## config.mk

```make
export PLATFORM = sky130hd
export DESIGN_NAME = base_aburp_rrarb
export DESIGN_NICKNAME = d
export VERILOG_FILES = /design/src/rtl/base_aburp_rrarb.sv
export SDC_FILE = /design/constraint.sdc
export NUM_CORES = 1
export LEC_CHECK = 0
export CAP_MARGIN = 30
export CELL_PAD_IN_SITES_DETAIL_PLACEMENT = 0
export CELL_PAD_IN_SITES_GLOBAL_PLACEMENT = 1
export CORE_ASPECT_RATIO = 1.25
export CORE_MARGIN = 5
export CORE_UTILIZATION = 40
export CTS_CLUSTER_SIZE = 25
export DETAILED_ROUTE_END_ITERATION = 7
export PLACE_DENSITY = 0.9
export SKIP_LAST_GASP = 1
export SYNTH_ARGS = -nofsm -noshare
export SYNTH_HDL_FRONTEND = slang
export SYNTH_SLANG_ARGS = --single-unit
```

## constraint.sdc

```tcl
create_clock -name clk -period 4 [get_ports clk]
set_input_delay 0.8 -clock clk [delete_from_list [all_inputs] [get_ports clk]]
set_output_delay 0.8 -clock clk [all_outputs]
set_load 0.02 [all_outputs]
```

## src/rtl/base_aburp_rrarb.sv

```systemverilog
// Packet-aware round-robin arbiter: `ways` valid/ready requesters share one output
// channel through a 2-entry skid stage, so every i_r bit comes straight from a flop.
module base_aburp_rrarb #(
   parameter int ways  = 4,
   parameter int width = 8
) (
   input  logic                  clk,
   input  logic                  reset,
   input  logic [0:ways-1]       i_v,
   output logic [0:ways-1]       i_r,
   input  logic [0:ways-1]       i_e,
   input  logic [0:ways*width-1] i_d,
   output logic                  o_v,
   input  logic                  o_r,
   output logic [0:width-1]      o_d,
   output logic                  o_e,
   output logic [0:ways-1]       o_s
);

   localparam int iw = (ways > 1) ? $clog2(ways) : 1;
   localparam logic [iw-1:0] last_idx = iw'(ways - 1);

   // Handshake: a beat moves on requester k when i_v[k] & i_r[k] at a rising clk
   // edge, and on the output when o_v & o_r. A source holds valid and payload
   // stable until its beat moves; valid never waits on ready.

   logic                 lock, lock_nxt;
   logic [iw-1:0]        lock_idx, lock_idx_nxt;
   logic [iw-1:0]        ptr, ptr_nxt;
   logic [iw-1:0]        gnt_idx, gnt_nxt;
   logic [iw-1:0]        cand;
   logic                 found;
   logic [0:ways-1]      ir_q, ir_nxt;
   logic [1:0]           count, count_nxt;

   logic [0:width-1]     hd_d, hd_d_nxt, tl_d, tl_d_nxt;
   logic                 hd_e, hd_e_nxt, tl_e, tl_e_nxt;
   logic [0:ways-1]      hd_s, hd_s_nxt, tl_s, tl_s_nxt;

   logic                 acc, drn;
   logic [0:width-1]     acc_d;
   logic                 acc_e;

   // ---------------------------------------------------------------- state
   always_ff @(posedge clk or posedge reset) begin
      if (reset) begin
         lock     <= 1'b0;
         lock_idx <= '0;
         ptr      <= last_idx;
         gnt_idx  <= '0;
         ir_q     <= '0;
         count    <= 2'd0;
         hd_d     <= '0;
         hd_e     <= 1'b0;
         hd_s     <= '0;
         tl_d     <= '0;
         tl_e     <= 1'b0;
         tl_s     <= '0;
      end else begin
         lock     <= lock_nxt;
         lock_idx <= lock_idx_nxt;
         ptr      <= ptr_nxt;
         gnt_idx  <= gnt_nxt;
         ir_q     <= ir_nxt;
         count    <= count_nxt;
         hd_d     <= hd_d_nxt;
         hd_e     <= hd_e_nxt;
         hd_s     <= hd_s_nxt;
         tl_d     <= tl_d_nxt;
         tl_e     <= tl_e_nxt;
         tl_s     <= tl_s_nxt;
      end
   end

   // ------------------------------------------------------- accept decode
   // ir_q is one-hot or zero, so at most one requester can match here.
   always_comb begin
      acc   = 1'b0;
      acc_d = '0;
      acc_e = 1'b0;
      for (int k = 0; k < ways; k++) begin
         if (ir_q[k] && i_v[k]) begin
            acc   = 1'b1;
            acc_d = i_d[k*width +: width];
            acc_e = i_e[k];
         end
      end
      drn = (count != 2'd0) && o_r;
   end

   // ------------------------------------------------ lock / pointer / grant
   always_comb begin
      lock_nxt     = lock;
      lock_idx_nxt = lock_idx;
      ptr_nxt      = ptr;
      if (acc) begin
         if (acc_e) begin
            lock_nxt = 1'b0;
            ptr_nxt  = gnt_idx;
         end else begin
            lock_nxt     = 1'b1;
            lock_idx_nxt = gnt_idx;
         end
      end

      // A locked packet keeps the grant even while its source idles.
      gnt_nxt = lock_idx_nxt;
      found   = 1'b0;
      cand    = '0;
      if (lock_nxt) begin
         found = |i_v;
      end else begin
         for (int off = 1; off <= ways; off++) begin
            cand = iw'((int'(ptr_nxt) + off) % ways);
            if (!found && i_v[cand]) begin
               found   = 1'b1;
               gnt_nxt = cand;
            end
         end
      end
   end

   // ----------------------------------------------------------- skid stage
   always_comb begin
      count_nxt = count;
      hd_d_nxt  = hd_d;
      hd_e_nxt  = hd_e;
      hd_s_nxt  = hd_s;
      tl_d_nxt  = tl_d;
      tl_e_nxt  = tl_e;
      tl_s_nxt  = tl_s;
      case ({acc, drn})
         2'b10: begin
            if (count == 2'd0) begin
               hd_d_nxt = acc_d;
               hd_e_nxt = acc_e;
               hd_s_nxt = ir_q;
            end else begin
               tl_d_nxt = acc_d;
               tl_e_nxt = acc_e;
               tl_s_nxt = ir_q;
            end
            count_nxt = count + 2'd1;
         end
         2'b01: begin
            if (count == 2'd2) begin
               hd_d_nxt = tl_d;
               hd_e_nxt = tl_e;
               hd_s_nxt = tl_s;
            end
            count_nxt = count - 2'd1;
         end
         2'b11: begin
            if (count == 2'd1) begin
               hd_d_nxt = acc_d;
               hd_e_nxt = acc_e;
               hd_s_nxt = ir_q;
            end else begin
               hd_d_nxt = tl_d;
               hd_e_nxt = tl_e;
               hd_s_nxt = tl_s;
               tl_d_nxt = acc_d;
               tl_e_nxt = acc_e;
               tl_s_nxt = ir_q;
            end
         end
         default: ;
      endcase

      // Ready is offered only if the stage will still have room next cycle.
      ir_nxt = '0;
      if (found && (count_nxt < 2'd2)) ir_nxt[gnt_nxt] = 1'b1;
   end

   // -------------------------------------------------------------- outputs
   always_comb begin
      i_r = ir_q;
      o_v = (count != 2'd0);
      o_d = hd_d;
      o_e = hd_e;
      o_s = hd_s;
   end

   a_count_max: assert property (@(posedge clk) disable iff (reset) count <= 2'd2);
   a_ir_onehot: assert property (@(posedge clk) disable iff (reset) $onehot0(ir_q));
   a_no_ovf:    assert property (@(posedge clk) disable iff (reset) !(acc && count == 2'd2));
   a_out_hold:  assert property (@(posedge clk) disable iff (reset)
                   (o_v && !o_r) |=> ($stable(o_d) && $stable(o_e) && $stable(o_s)));

endmodule

```

After elaboration in Yosys (flattened, before gate mapping) --
Cells that the tools add are included.
Storage, ports and cells: word-level logic and storage cells 127, output and inout port bits 18, bits of input ports 43, flip-flop bits (word level) 39
Operators by class: muxes and demuxes 68, equal/unequal tests 9, magnitude comparators 7, bitwise logic cells 5, reduce and logical (&&, ||, !) cells 20, add/sub/neg operators 6
Operators with widths (count):
- $mux 8 | 9
- $mux 1 | 32
- $mux 4 | 6
- $pmux 8 s3 | 1
- $mux 2 | 9
- $pmux 8 s2 | 1
- $ge 3x3->1 const B | 5
- $not 2->3 | 5
- $pmux 4 s3 | 1
- $logic_and 1x1->1 | 10
- $bmux 1 s2 | 4
- $ne 2x2->1 const B | 4
- $pmux 4 s2 | 1
- $add 2x1->2 const B | 3
- $eq 2x2->1 const B | 3
- $reduce_and 3->1 | 2
- $add 2x2->2 const B | 2
- $eq 2x1->1 const B | 2
- $pmux 2 s2 | 1
- $reduce_bool 2->1 | 2
- $reduce_or 4->1 | 1
- $logic_not 1->1 | 3
- $lt 3x1->1 const B | 1
- $pmux 1 s3 | 1
- 6 further kinds | 6

Longest topological paths before layout --
Gate-level depths: netlist (run 1).
depth in word-level cells 32, gate-level depth with buffers 11, gate-level depth less buffers 10

Least setup slack after synthesis (run 1) --
No wires, ideal clock.
path kind input -> register, from input i_v[2] (netlist bit), to register tl_s[0] (netlist bit), cell stages on the path 8, arrival 2.806 ns, path buffers 2, data required time 3.875 ns, slack 1.069 ns, setup time 0.125 ns, path through buf_4 a22oi_2 nand3_1 ha_1 nor2b_1 o21ai_0 clkbuf_1 mux2_2
On the way: word-level cells in the longest chain between the ends 6, elaborated cells between the ends (all ways) 10, classes of those cells eq/ne: 4; mux: 3; reduce/logical: 3
RTL lines:
- start, declared | line 9 | input logic [0:ways-1] i_v,
- $logic_and 1x1->1 * | line 82 | if (ir_q[k] && i_v[k]) begin
- $mux 1 * (2 in a row) | line 82
- $eq 2x2->1 | line 132 | case ({acc, drn})
- $ne 2x2->1 (no source line) / $reduce_bool 2->1 (equally long branches)
- $reduce_and 3->1 (no source line)
- end signal, assigned | line 71 | tl_s <= tl_s_nxt;
- end, declared | line 38 | logic [0:ways-1] hd_s, hd_s_nxt, tl_s, tl_s_nxt;
Mark *: on every way between the ends. The rest lies on a longest branch, timed or not. A chain may end at the register's enable or synchronous reset.

Final worst setup path (run 1) --
from input i_v[2] (netlist bit), to register ir_q (netlist bit i_r[1])
On the way: word-level cells in the longest chain between the ends 30, elaborated cells between the ends (all ways) 63, classes of those cells add/sub: 4; order compare: 3; eq/ne: 2; mux: 39; bitwise: 5; reduce/logical: 10
RTL lines:
- $logic_and 1x1->1 | line 82
- $mux 1 (2 in a row) | line 82
- $mux 2 | line 97 | if (acc_e) begin
- $mux 2 | line 96 | if (acc) begin
- $add 2x1->2 | line 114 | cand = iw'((int'(ptr_nxt) + off) % ways);
- $not 2->3 (not written as such) | line 115 | if (!found && i_v[cand]) begin
- $bmux 1 s2 | line 115
- $mux 1 (not written as such) (2 in a row) | line 115
- [... 13 more ...]
- $mux 2 | line 110 | if (lock_nxt) begin
- $not 2->3 (not written as such) | line 172 | if (found && (count_nxt < 2'd2)) ir_nxt[gnt_nxt] = 1'b1;
- $ge 3x3->1 (not written as such) / $lt 3x1->1 (equally long branches) | line 172
- $logic_and 1x1->1 (not written as such) | line 172
- $mux 1 (not written as such) | line 172
- $demux 1 s2 | line 172
- $mux 4 * | line 172
- via ir_nxt (one bit) | line 33 | logic [0:ways-1] ir_q, ir_nxt;
- end signal, assigned | line 64 | ir_q <= ir_nxt;
- end, declared | line 33
The timed path passes the listed nets; every way through them passes the cells marked *. The select of a mux whose other input is x is not followed.

==> results of run 1 <==
layout by cell type (no fill, tap or decap), types with 2 or more instances in the layout:
master,count
o32ai_1,2
a22oi_1,6
bufinv_16,2
nand2b_1,2
buf_4,7
nor4_1,2
dfstp_2,2
nor3_2,2
mux2i_1,2
nor2b_1,5
a222oi_1,8
nand3_1,7
a21o_1,4
clkbuf_8,5
a21oi_1,28
ha_1,7
dfrtp_1,37
inv_2,2
mux2_2,5
a31oi_1,3
a211oi_1,4
a2bb2oi_1,8
nand2_1,25
nor3_1,13
o31ai_1,2
inv_1,15
nor2_1,30
o21ai_0,17
clkdlybuf4s50_1,60
o21ai_1,3
and2_1,2
layout make-up:
class / instances / area share
timing repair buffer: 67 / 0.195
inverter: 17 / 0.0191
sequential: 39 / 0.293
multi-input combinational: 216 / 0.421
tap: 85 / 0.0318
clock buffer: 6 / 0.0217
clock inverter: 2 / 0.0180
registers in the layout, summed over array words and instances (netlist names):
signal	flops
count	2
gnt_idx	2
i_r	4
lock	1
lock_idx	2
o_d	8
o_e	1
o_s	4
ptr	2
tl_d	8
tl_e	1
tl_s	4
worst paths after layout:
check | endpoint | depth (start not counted)
setup / recovery | i_r[1] | 8
hold / removal | tl_d[3] | 2
min in group asynchronous | tl_d[5] | 3
max in group asynchronous | ptr[1] | 3
hold reg to reg | tl_d[3] | 2
setup reg to reg | i_r[1] | 7
power groups by stage:
stage / clock network, uW / registers (uW) / logic (uW)
6_report: 383 / 726 / 1410
3_3_place_gp: 0 / 725 / 1390
3_5_place_dp: 0 / 731 / 1410
4_1_cts: 392 / 724 / 1420
2_1_floorplan: 0 / 785 / 882
5_1_grt: 415 / 751 / 1560
critical path: stages:
cell             delay [ns]
clkdlybuf4s50_1        0.73
nand2_2                0.23
o31ai_4                0.53
nor3_2                 0.10
o2111a_1               0.28
or3_1                  0.40
o31ai_1                0.41
nor4_1                 0.11
routing by layer:
metal	vias up	GRT usage
met3	18	0.0402
met5	-	0
li1	1184	-
met1	1146	0.219
met2	95	0.307
met4	0	0.0533
metrics by stage:
stage	utilization	total power [uW]	std cells	instance area [um^2]	setup WS, ns
after floorplan	-	1670	285	2510	1.07
after global placement	0.520	2120	424	3210	0.359
after detailed placement	0.520	2140	424	3210	0.325
after CTS	0.542	2530	432	3340	0.621
after global routing	0.542	2720	432	3340	0.393
final	0.542	2520	432	3340	0.555
cells by family (layout without fill, tap and decap cells):
group | after synthesis | count (layout) | share of synthesized area
fa+ha+maj | 7 | 7 | 0.0348
compound gates | 104 | 104 | 0.306
flops | 39 | 39 | 0.389
mux | 7 | 7 | 0.0304
buf+inv | 30 | 92 | 0.0528
simple gates | 98 | 98 | 0.187
==> impl_metrics.ini, run 1 <==
[sta]
finalSetupViolations = 0
maxSlewHeadroom = 0.594
layout_min_cycle_time_ns = 3.44
holdWs_ns = 0.487
hold_viol_final = 0
worstMarginPinSlew_ns = 0.602
skew_ns = 0.00535
fin_tns_setup_ns = 0
rsz0062_at_grt = false
drv_slew = 0
max_clock_freq_ghz = 0.290
fin_crit_sh = 0.861

[cells_and_area]
nNetsFinal = 396
fill_cells = 600
multi_input_area_um2 = 1410
syn2layout_area_growth_pct = 33.0
seqCellArea_um2 = 978
drive_gt1_frac = 0.104
num_antenna_cells = 0

[grt]
grt_pass1_vias = 2385
grt_max_degree = 40
grt_pass1_wl_mm = 11.4
antenna_found_initial = 0
grt_use_total = 0.178
overflow = 0

[pwr]
leakagePower_uw = 0.00142
irDropWorstVdd_mv = 0.319
p_int_uw = 1450
p_switching_uw = 1070
p_clk_frac = 0.152
sequentialPowerShare = 0.288
power.density_nw_per_um2 = 754
sw_frac_of_total = 0.423
p_comb_frac = 0.560

[placement]
gp_congestion = 0.961
portBuffers = 60
hpwl_mm = 5.48

[drt]
route.detailed.drc = 0
dr.pass1.iters = 5
wl_mm = 7.01
top_layer = met4
wl_per_cell_um = 16.2
wl_met3_um = 434
drtIter0Drc = 88
ant_nets = 0
wirelength_met1_mm = 2.86
met2_length_mm = 3.55
vias_per_cell = 5.66
dr_total_vias = 2443

[run]
drv_cap = 0

[setup_path]
rrSetupSlack_ns = 1.09
endpoint_kind = flop
critPathKind = primary input to flop
r2r-start = i_r[2]
cp.arrival_ns = 3.60
worst-path-max-fanout = 11
crit_start = i_v[2]
startpoint_type = primary input
required_ns = 4.16

[yosys]
syn_avg_cell_area_um2 = 8.82
ys.flop_type = dfrtp_1
synthTopCellsByArea = dfrtp_1, a21oi_1, nor2_1, nand2_1, o21ai_0
synth_seq_cells = 39
syn_nets = 335
netlist_area_um2 = 2510
synth_top_cell_by_area = dfrtp_1
async_flop_share = 1.00
netlist.area_leader.share = 0.368
yosysWarningCount = 0
yosysUniqueCellTypes = 61
yosysMostFrequentCell = dfrtp_1
yosysSeqAreaShare = 0.389
synth_common_cells = dfrtp_1, nor2_1, a21oi_1
synth-edff-count = 0
synthCells = 285

[clock_tree]
numCtsBuffers = 5
ctsLongestPathBuffers = 2
htreeDepth = 2
clkSlewWorstSetupHoldPaths_ns = 0.07
cts_root_buf = clkbuf_8
cts_tree = built
insertion_delay_ns = 0.29
clkSinkCount = 39
cts_hold_buf = 0
post_cts_buffers = 0
cts_resized = 0

[die]
die_h_um = 98.6
initial_core_util = 0.408
io_pins = 61
rows = 32
core_area_um2 = 6170
die_w_um = 80.9
dieArea_um2 = 7980

[hold_path]
hold_path.class = flop to flop
hold_start = tl_d[3]

[outcome]
outcome = finished clean
Power figures use the tool's default switching activity.
==> run 2: changes to the inputs <==
CTS_BUF_LIST = sky130_fd_sc_hd__clkbuf_16   (was default)
==> run 2 against run 1 <==
Hold slack worse by 0.0016 ns. Design area up 1.7%. Sequential share of layout area down 0.49 points. Clock skew down 0.0010 ns. Sequential power about the same. Clock power up 31%. Critical endpoint unchanged.
==> impl_metrics.ini, run 2 (synthesis results as in run 1) <==
[clock_tree]
numCtsBuffers = 5
insertion_delay_ns = 0.28
cts_tree = built
ctsLongestPathBuffers = 2
clkSinkCount = 39
post_cts_buffers = 0
cts_root_buf = clkbuf_16
htreeDepth = 2
clkSlewWorstSetupHoldPaths_ns = 0.06
cts_hold_buf = 0
cts_resized = 0

[drt]
dr_total_vias = 2474
route.detailed.drc = 0
ant_nets = 0
wl_mm = 7.06
drtIter0Drc = 110
vias_per_cell = 5.73
dr.pass1.iters = 5
wl_per_cell_um = 16.3

[cells_and_area]
drive_gt1_frac = 0.104
final_util = 0.551
num_antenna_cells = 0
final_common_cell = clkdlybuf4s50_1
syn2layout_area_growth_pct = 35.2
nNetsFinal = 396
final_cell_mix = clkdlybuf4s50_1, dfrtp_1, nor2_1, a21oi_1, nand2_1

[placement]
portBuffers = 60
gp_congestion = 0.961
hpwl_mm = 5.48

[grt]
grt_pass1_wl_mm = 11.4
grt_max_degree = 40
overflow = 0
antenna_found_initial = 0
grt_use_total = 0.180
grt_pass1_vias = 2412

[setup_path]
path_cells = clkdlybuf4s50_1 > nand2_2 > o31ai_4 > nor3_2 > o2111a_1 > or3_1 > o31ai_1 > nor4_1
crit_buf_inv = 1
critical_path.top_delay_family = compound AO/OA/AOI/OAI gates
required_ns = 4.14
endpoint_kind = flop
worst-path-max-fanout = 11
crit_slowest_cell = clkdlybuf4s50_1
startpoint_type = primary input
critPathKind = primary input to flop
slowest_delay_ns = 0.72
cp.arrival_ns = 3.58

[sta]
worstMarginPinSlew_ns = 0.588
fin_tns_setup_ns = 0
fin_crit_sh = 0.858
layout_min_cycle_time_ns = 3.43
finalSetupViolations = 0
max_clock_freq_ghz = 0.291
hold_viol_final = 0
skew_ns = 0.00436
rsz0062_at_grt = false
maxSlewHeadroom = 0.604
drv_slew = 0

[die]
dieArea_um2 = 7980
core_area_um2 = 6170
rows = 32
initial_core_util = 0.408
io_pins = 61
die_h_um = 98.6
die_w_um = 80.9

[pwr]
irDropWorstVdd_mv = 0.332
power.density_nw_per_um2 = 777
leakagePower_uw = 0.00145

[hold_path]
hold_path.class = flop to flop

[run]
drv_cap = 0

[outcome]
outcome = finished clean
## run 2: cell types whose count changed in the layout (fill, tap and decap cells not counted), sizes merged
cell / previous run / this run
clkbuf: 6 / 5
inv: 17 / 18
## run 2: layout make-up
class | instances | area, um^2
tap | 85 | 106
sequential | 39 | 978
multi-input combinational | 216 | 1410
clock inverter | 3 | 63.8
timing repair buffer | 67 | 653
inverter | 17 | 63.8
fill | 598 | 2770
clock buffer | 5 | 125
## run 2: per-layer routing
layer	vias up	track usage	wire length, um
met4	0	0.0572	153
met5	-	0	0
met3	19	0.0375	448
met1	1176	0.220	2840
li1	1185	-	-
met2	94	0.310	3610
## run 2: path summary, 6_finish.rpt
path,from,endpoint,slack [ns],cells after the start
worst max-delay path,i_v[2],i_r[1],0.57,8
worst min-delay path,tl_d[5],tl_d[5],0.49,2
worst max register to register,i_r[2],i_r[1],1.11,7
worst min register to register,tl_d[5],tl_d[5],0.49,2
max in group asynchronous,reset,ptr[1],2.69,3
min in group asynchronous,reset,tl_d[5],0.95,3
## run 2: stage by stage
step                      instance area [um^2]  instances  hold slack, ns  setup WS [ns]  power, uW
after floorplan                           2510        285           0.450           1.07       1670
after global placement                    3210        424           0.464          0.359       2120
after detailed placement                  3210        424           0.475          0.325       2140
after CTS                                 3400        432           0.488          0.602       2660
after global routing                      3400        432           0.514          0.369       2850
final                                     3400        432           0.486          0.568       2640
## run 2: report_power, final
group | total, uW | switching (uW) | leakage [uW] | internal (uW)
clock network | 500 | 146 | 0.0000952 | 355
logic | 1410 | 789 | 0.000874 | 623
registers | 727 | 146 | 0.000485 | 581
## run 2: tightest hold or removal path: stages, from the launching register on
cell     delay [ns]
dfrtp_1        0.35
nand2_1        0.05
o21ai_0        0.06
==> variant 1 (flow settings as in run 1) <==
The parameter `width` goes from 8 to 10.
--- a/src/rtl/base_aburp_rrarb.sv
+++ b/src/rtl/base_aburp_rrarb.sv
@@ -4,3 +4,3 @@
    parameter int ways  = 4,
-   parameter int width = 8
+   parameter int width = 10
 ) (
Interface: changed (resized i_d and o_d); port bits go from 61 to 71. The function was not compared with the original's and may differ.
==> variant 1 against run 1 <==
  * Routed wire length is 15% higher
  * Largest power group unchanged
  * Total power is 13% higher
  * Register-to-register slack better by 0.10 ns
  * Global-route usage is 0.85 points higher
  * First-iteration DRC count is 140% higher
  * Critical path type unchanged
  * Setup slack better by 0.078 ns
  * Critical path depth is 2 higher
  * Largest cell class unchanged
  * Sequential cell count is 4 higher
  * Die area is 13% higher
  * Area after synthesis is 15% higher
  * Design area is 13% higher
  * Sequential power is 15% higher
==> variant 1: results (changes against run 1) <==
stage;metric;value;unit;change
status;status;completed;;unchanged
placed_design;placed cell area;3680;um2;was 3210 um2
power_and_ir_drop;Pleak;0.00158;uW;was 0.00142 uW
critical_path;Critical Path Max Stage Delay;0.50;ns;was 0.73 ns
power_and_ir_drop;Psw;1290;uW;was 1070 uW
global_routing;first-pass GRT wire length;13600;um;was 11400 um
drt;drt wl/cell;16.7;um;was 16.2 um
yosys;ys flop type;dfrtp_1;;unchanged
critical_path;Max FO, Critical Path;13;;was 11
drt;via count;2716;;was 2443
timing;min cycle time layout;3.37;ns;was 3.44 ns
critical_path;worst reg2reg endpoint;i_r[3];;was i_r[1]
timing;Layout Skew;0.00615;ns;was 0.00535 ns
placed_design;# port buffers;70;;was 60
yosys;most instantiated cells after synthesis;41 x dfrtp_1, 35 x nand2_1, 27 x nor2_1, 26 x o21ai_0, 25 x a21oi_1;;was 37 x dfrtp_1, 30 x nor2_1, 28 x a21oi_1, 25 x nand2_1, 18 x o21ai_0
yosys;Area contributors post-synth;dfrtp_1 36%, a22oi_1 6.3%, mux2_2 5.9%, nand2_1 4.6%, o21ai_0 4.5%;;was dfrtp_1 37%, a21oi_1 5.6%, nor2_1 4.5%, nand2_1 3.7%, o21ai_0 3.6%
global_routing;vias in the first global route;2755;;was 2385
critical_path;flop2flop setup slack;1.19;ns;was 1.09 ns
yosys;Synth Warn #;0;;unchanged
yosys;sequential cell area fraction in the yosys report;37.4;%;was 38.9%
placed_design;placed wire-length estimate;6090;um;was 5480 um
yosys;Net Count, Synth;384;;was 335
global_routing;all-layer global routing usage;18.7;%;was 17.8%
yosys;Cell variety after synth;55;;was 61
cells_and_area;final net count;450;;was 396
global_routing;largest net degree at the start of global routing;44;;was 40
placed_design;Final Wtd Congestion;0.993;;was 0.961
critical_path;crit path DAT;3.61;ns;was 3.60 ns
power_and_ir_drop;Worst VDD drop;0.296;mV;was 0.319 mV
hold_path;hold path depth;1;;was 2
drt;initial drt markers;207;;was 88
critical_path;depth of the worst register-to-register path;8;;was 7
[variant 1: worst min path at each step]
stage | startpoint | endpoint | slack (ns)
global placement | tl_d[1] | tl_d[1] | 0.49
floorplan | lock_idx[0] | lock_idx[0] | 0.48
finish | tl_d[3] | tl_d[3] | 0.51
detailed placement | tl_s[2] | tl_s[2] | 0.50
CTS | tl_s[2] | tl_s[2] | 0.51
global route | tl_s[1] | tl_s[1] | 0.53
[variant 1: kinds of logic (layout without fill, tap and decap cells)]
group	count (synthesis)	in the layout	synth area share, %
mux	22	22	8.29
flops	43	43	37.4
buf+inv	40	107	5.82
simple gates	99	99	16.8
fa+ha+maj	7	7	3.04
compound gates	115	115	28.7
[variant 1: through the flow]
step,std cells,util [%],hold slack [ns]
after floorplan,326,-,0.476
after global placement,475,52.8,0.489
after detailed placement,475,52.8,0.496
after CTS,483,54.0,0.515
after global routing,483,54.0,0.533
final,483,54.0,0.511
[variant 1: routing by layer]
| layer | GRT usage, % | vias to the layer above | routed length (um) |
|---|---|---|---|
| li1 | - | 1321 | - |
| met1 | 24.3 | 1274 | 3510 |
| met5 | 0 | - | 0 |
| met2 | 30.2 | 102 | 3820 |
| met3 | 4.57 | 19 | 524 |
| met4 | 6.45 | 0 | 233 |
[variant 1: area by class of cell]
type                       instances  area (um2)
multi-input combinational        243        1640
fill                             677        3210
clock buffer                       6        72.6
clock inverter                     2        12.5
sequential                        43        1080
tap                               90         113
inverter                          18        67.6
timing repair buffer              81         783
[variant 1: power groups by stage]
stage / registers (uW) / logic [uW] / clock network [uW]
after floorplan: 866 / 1170 / 0
final: 833 / 1750 / 270
after detailed placement: 842 / 1760 / 0
after CTS: 834 / 1760 / 279
after global placement: 835 / 1720 / 0
after global routing: 865 / 1940 / 299
==> variant 2 (config.mk and constraints of run 1) <==
Made on the original files. Make the reset (`reset`) synchronous in one clocked block.
--- a/src/rtl/base_aburp_rrarb.sv
+++ b/src/rtl/base_aburp_rrarb.sv
@@ -44,3 +44,3 @@
    // ---------------------------------------------------------------- state
-   always_ff @(posedge clk or posedge reset) begin
+   always_ff @(posedge clk) begin
       if (reset) begin
Function: differs if reset is asserted again (counterexample within 4 cycles, from zero or initial values and one cycle with reset high); with reset held inactive, the same outputs for 4 cycles.
==> variant 2 against run 1 <==
  * Clock skew grew 0.0022 ns
  * Utilization grew 1.2 points
  * Non-clock buffer count grew 4
  * Routed wire length shrank 9.5%
  * Combinational power shrank 11%
  * Sequential cell count is the same
  * Final cell count grew 2.8%
  * Setup slack lost 0.066 ns
  * Maximum frequency shrank 1.9%
  * Design area shrank 2.9%
  * Area after synthesis shrank 2.7%
  * Total power shrank 17%
  * Critical endpoint is now i_r[3]
  * Largest cell class unchanged
  * Largest power group unchanged
==> variant 2: results (changes against run 1) <==
stage;metric;value;unit;change
status;status;completed;;unchanged
drt;drt first pass iters;4;;was 5
global_routing;initial antenna violation count;0;;unchanged
global_routing;vias in the first global route;2242;;was 2385
placed_design;Final Wtd Congestion;0.903;;was 0.961
clock_network;Root Buffer;clkbuf_8;;unchanged
placed_design;placed wire-length estimate;5070;um;was 5480 um
power_and_ir_drop;Worst VDD drop;0.279;mV;was 0.319 mV
clock_network;CTS max path bufs;2;;unchanged
global_routing;first-pass GRT wire length;10600;um;was 11400 um
placed_design;placed cell area;3160;um2;was 3210 um2
placed_design;worst slack after detailed placement;0.198;ns;was 0.325 ns
placed_design;# port buffers;60;;unchanged
critical_path;CP top delay family;compound AO/OA/AOI/OAI gates;;unchanged
timing;Layout Skew;0.00751;ns;was 0.00535 ns
yosys;Async SR Flop Fraction;0;%;was 100%
hold_path;HP Class;flip-flop to flip-flop;;unchanged
clock_network;Worst-Skew Late Latency;0.29;ns;about the same
critical_path;Critical-path top delay cell;clkdlybuf4s50_1;;unchanged
cells_and_area;final net count;411;;was 396
critical_path;Max FO, Critical Path;17;;was 11
yosys;Synth Warn #;0;;unchanged
cells_and_area;proportion of layout cells with a drive suffix above 1;9.94;%;was 10.4%
yosys;most instantiated cells after synthesis;46 x nor2_1, 39 x dfxtp_1, 31 x nand2_1, 24 x a22oi_1, 23 x o21ai_0;;was 37 x dfrtp_1, 30 x nor2_1, 28 x a21oi_1, 25 x nand2_1, 18 x o21ai_0
clock_network;Reg clk slew, reported paths;0.08;ns;
global_routing;all-layer global routing usage;16.7;%;was 17.8%
drt;initial drt markers;104;;was 88
yosys;Area contributors post-synth;dfxtp_1 32%, mux2i_1 8.6%, a22oi_1 7.4%, nor2_1 7.1%, nand2_1 4.8%;;was dfrtp_1 37%, a21oi_1 5.6%, nor2_1 4.5%, nand2_1 3.7%, o21ai_0 3.6%
timing;Rel. slew slack;39.1;%;was 59.4%
yosys;Net Count, Synth;350;;was 335
clock_network;post-CTS sizing;0;;unchanged
power_and_ir_drop;Pleak;0.00130;uW;was 0.00142 uW
drt;via count;2336;;was 2443
critical_path;Critical Path Max Stage Delay;0.65;ns;was 0.73 ns
clock_network;cts bufs inserted;5;;unchanged
drt;wire length after detailed routing;6340;um;was 7010 um
yosys;ys flop type;dfxtp_1;;was dfrtp_1
yosys;sequential cell area fraction in the yosys report;31.9;%;was 38.9%
clock_network;# H-tree levels;2;;unchanged
global_routing;largest net degree at the start of global routing;27;;was 40
cells_and_area;diode count;0;;unchanged
critical_path;crit path DAT;3.70;ns;was 3.60 ns
cells_and_area;Filler Cell Count;574;;was 600
clock_network;Post-CTS Repair Setup Buffers;0;;unchanged
yosys;Cell variety after synth;49;;was 61
-- variant 2: final timing paths --
path,from,to,slack [ns],cells past startpoint
max,i_v[2],i_r[3],0.49,10
min,o_s[1],o_s[1],0.50,2
max reg2reg,i_r[1],i_r[3],1.08,9
min reg2reg,o_s[1],o_s[1],0.50,2
-- variant 2: cell families (layout without fill, tap and decap cells) --
group,Yosys count,in the layout,synth area share (%)
buffers and inverters,28,90,4.96
adders and majority gates,7,7,3.58
muxes,25,25,11.2
DFF,39,39,31.9
and+or+nand+nor,108,108,20.8
AOI/OAI and AO/OA,93,93,27.5
-- variant 2: layout make-up --
class	count	area, um2	share of cell area (%)
Multi-Input combinational cell	233	1550	47.7
Timing Repair Buffer	71	683	21.0
Inverter	11	41.3	1.27
Clock buffer	5	68.8	2.12
Sequential cell	39	781	24.1
Tap cell	82	103	3.16
Clock inverter	3	20.0	0.617
-- variant 2: worst min-delay path, cell delays in order (launching register included) --
cell and delay [ns]:
dfxtp_1 0.31, nor2_1 0.09, a211oi_1 0.05
-- variant 2: metrics by stage --
stage | total power [uW] | cells
after floorplan | 1450 | 300
after global placement | 1830 | 436
after detailed placement | 1840 | 436
after CTS | 2100 | 444
after global routing | 2260 | 444
final | 2090 | 444
-- variant 2: layer usage --
metal	track usage, %	wire length (um)	up-vias
li1	-	-	1201
met1	21.0	2800	1068
met2	27.8	3140	57
met3	2.97	276	10
met4	6.89	119	0
met5	0	0	-
-- variant 2: power by group --
group / internal, uW / switching (uW) / total, uW
Clock: 121 / 141 / 262
Combinational: 566 / 684 / 1250
Sequential: 497 / 77.6 / 575
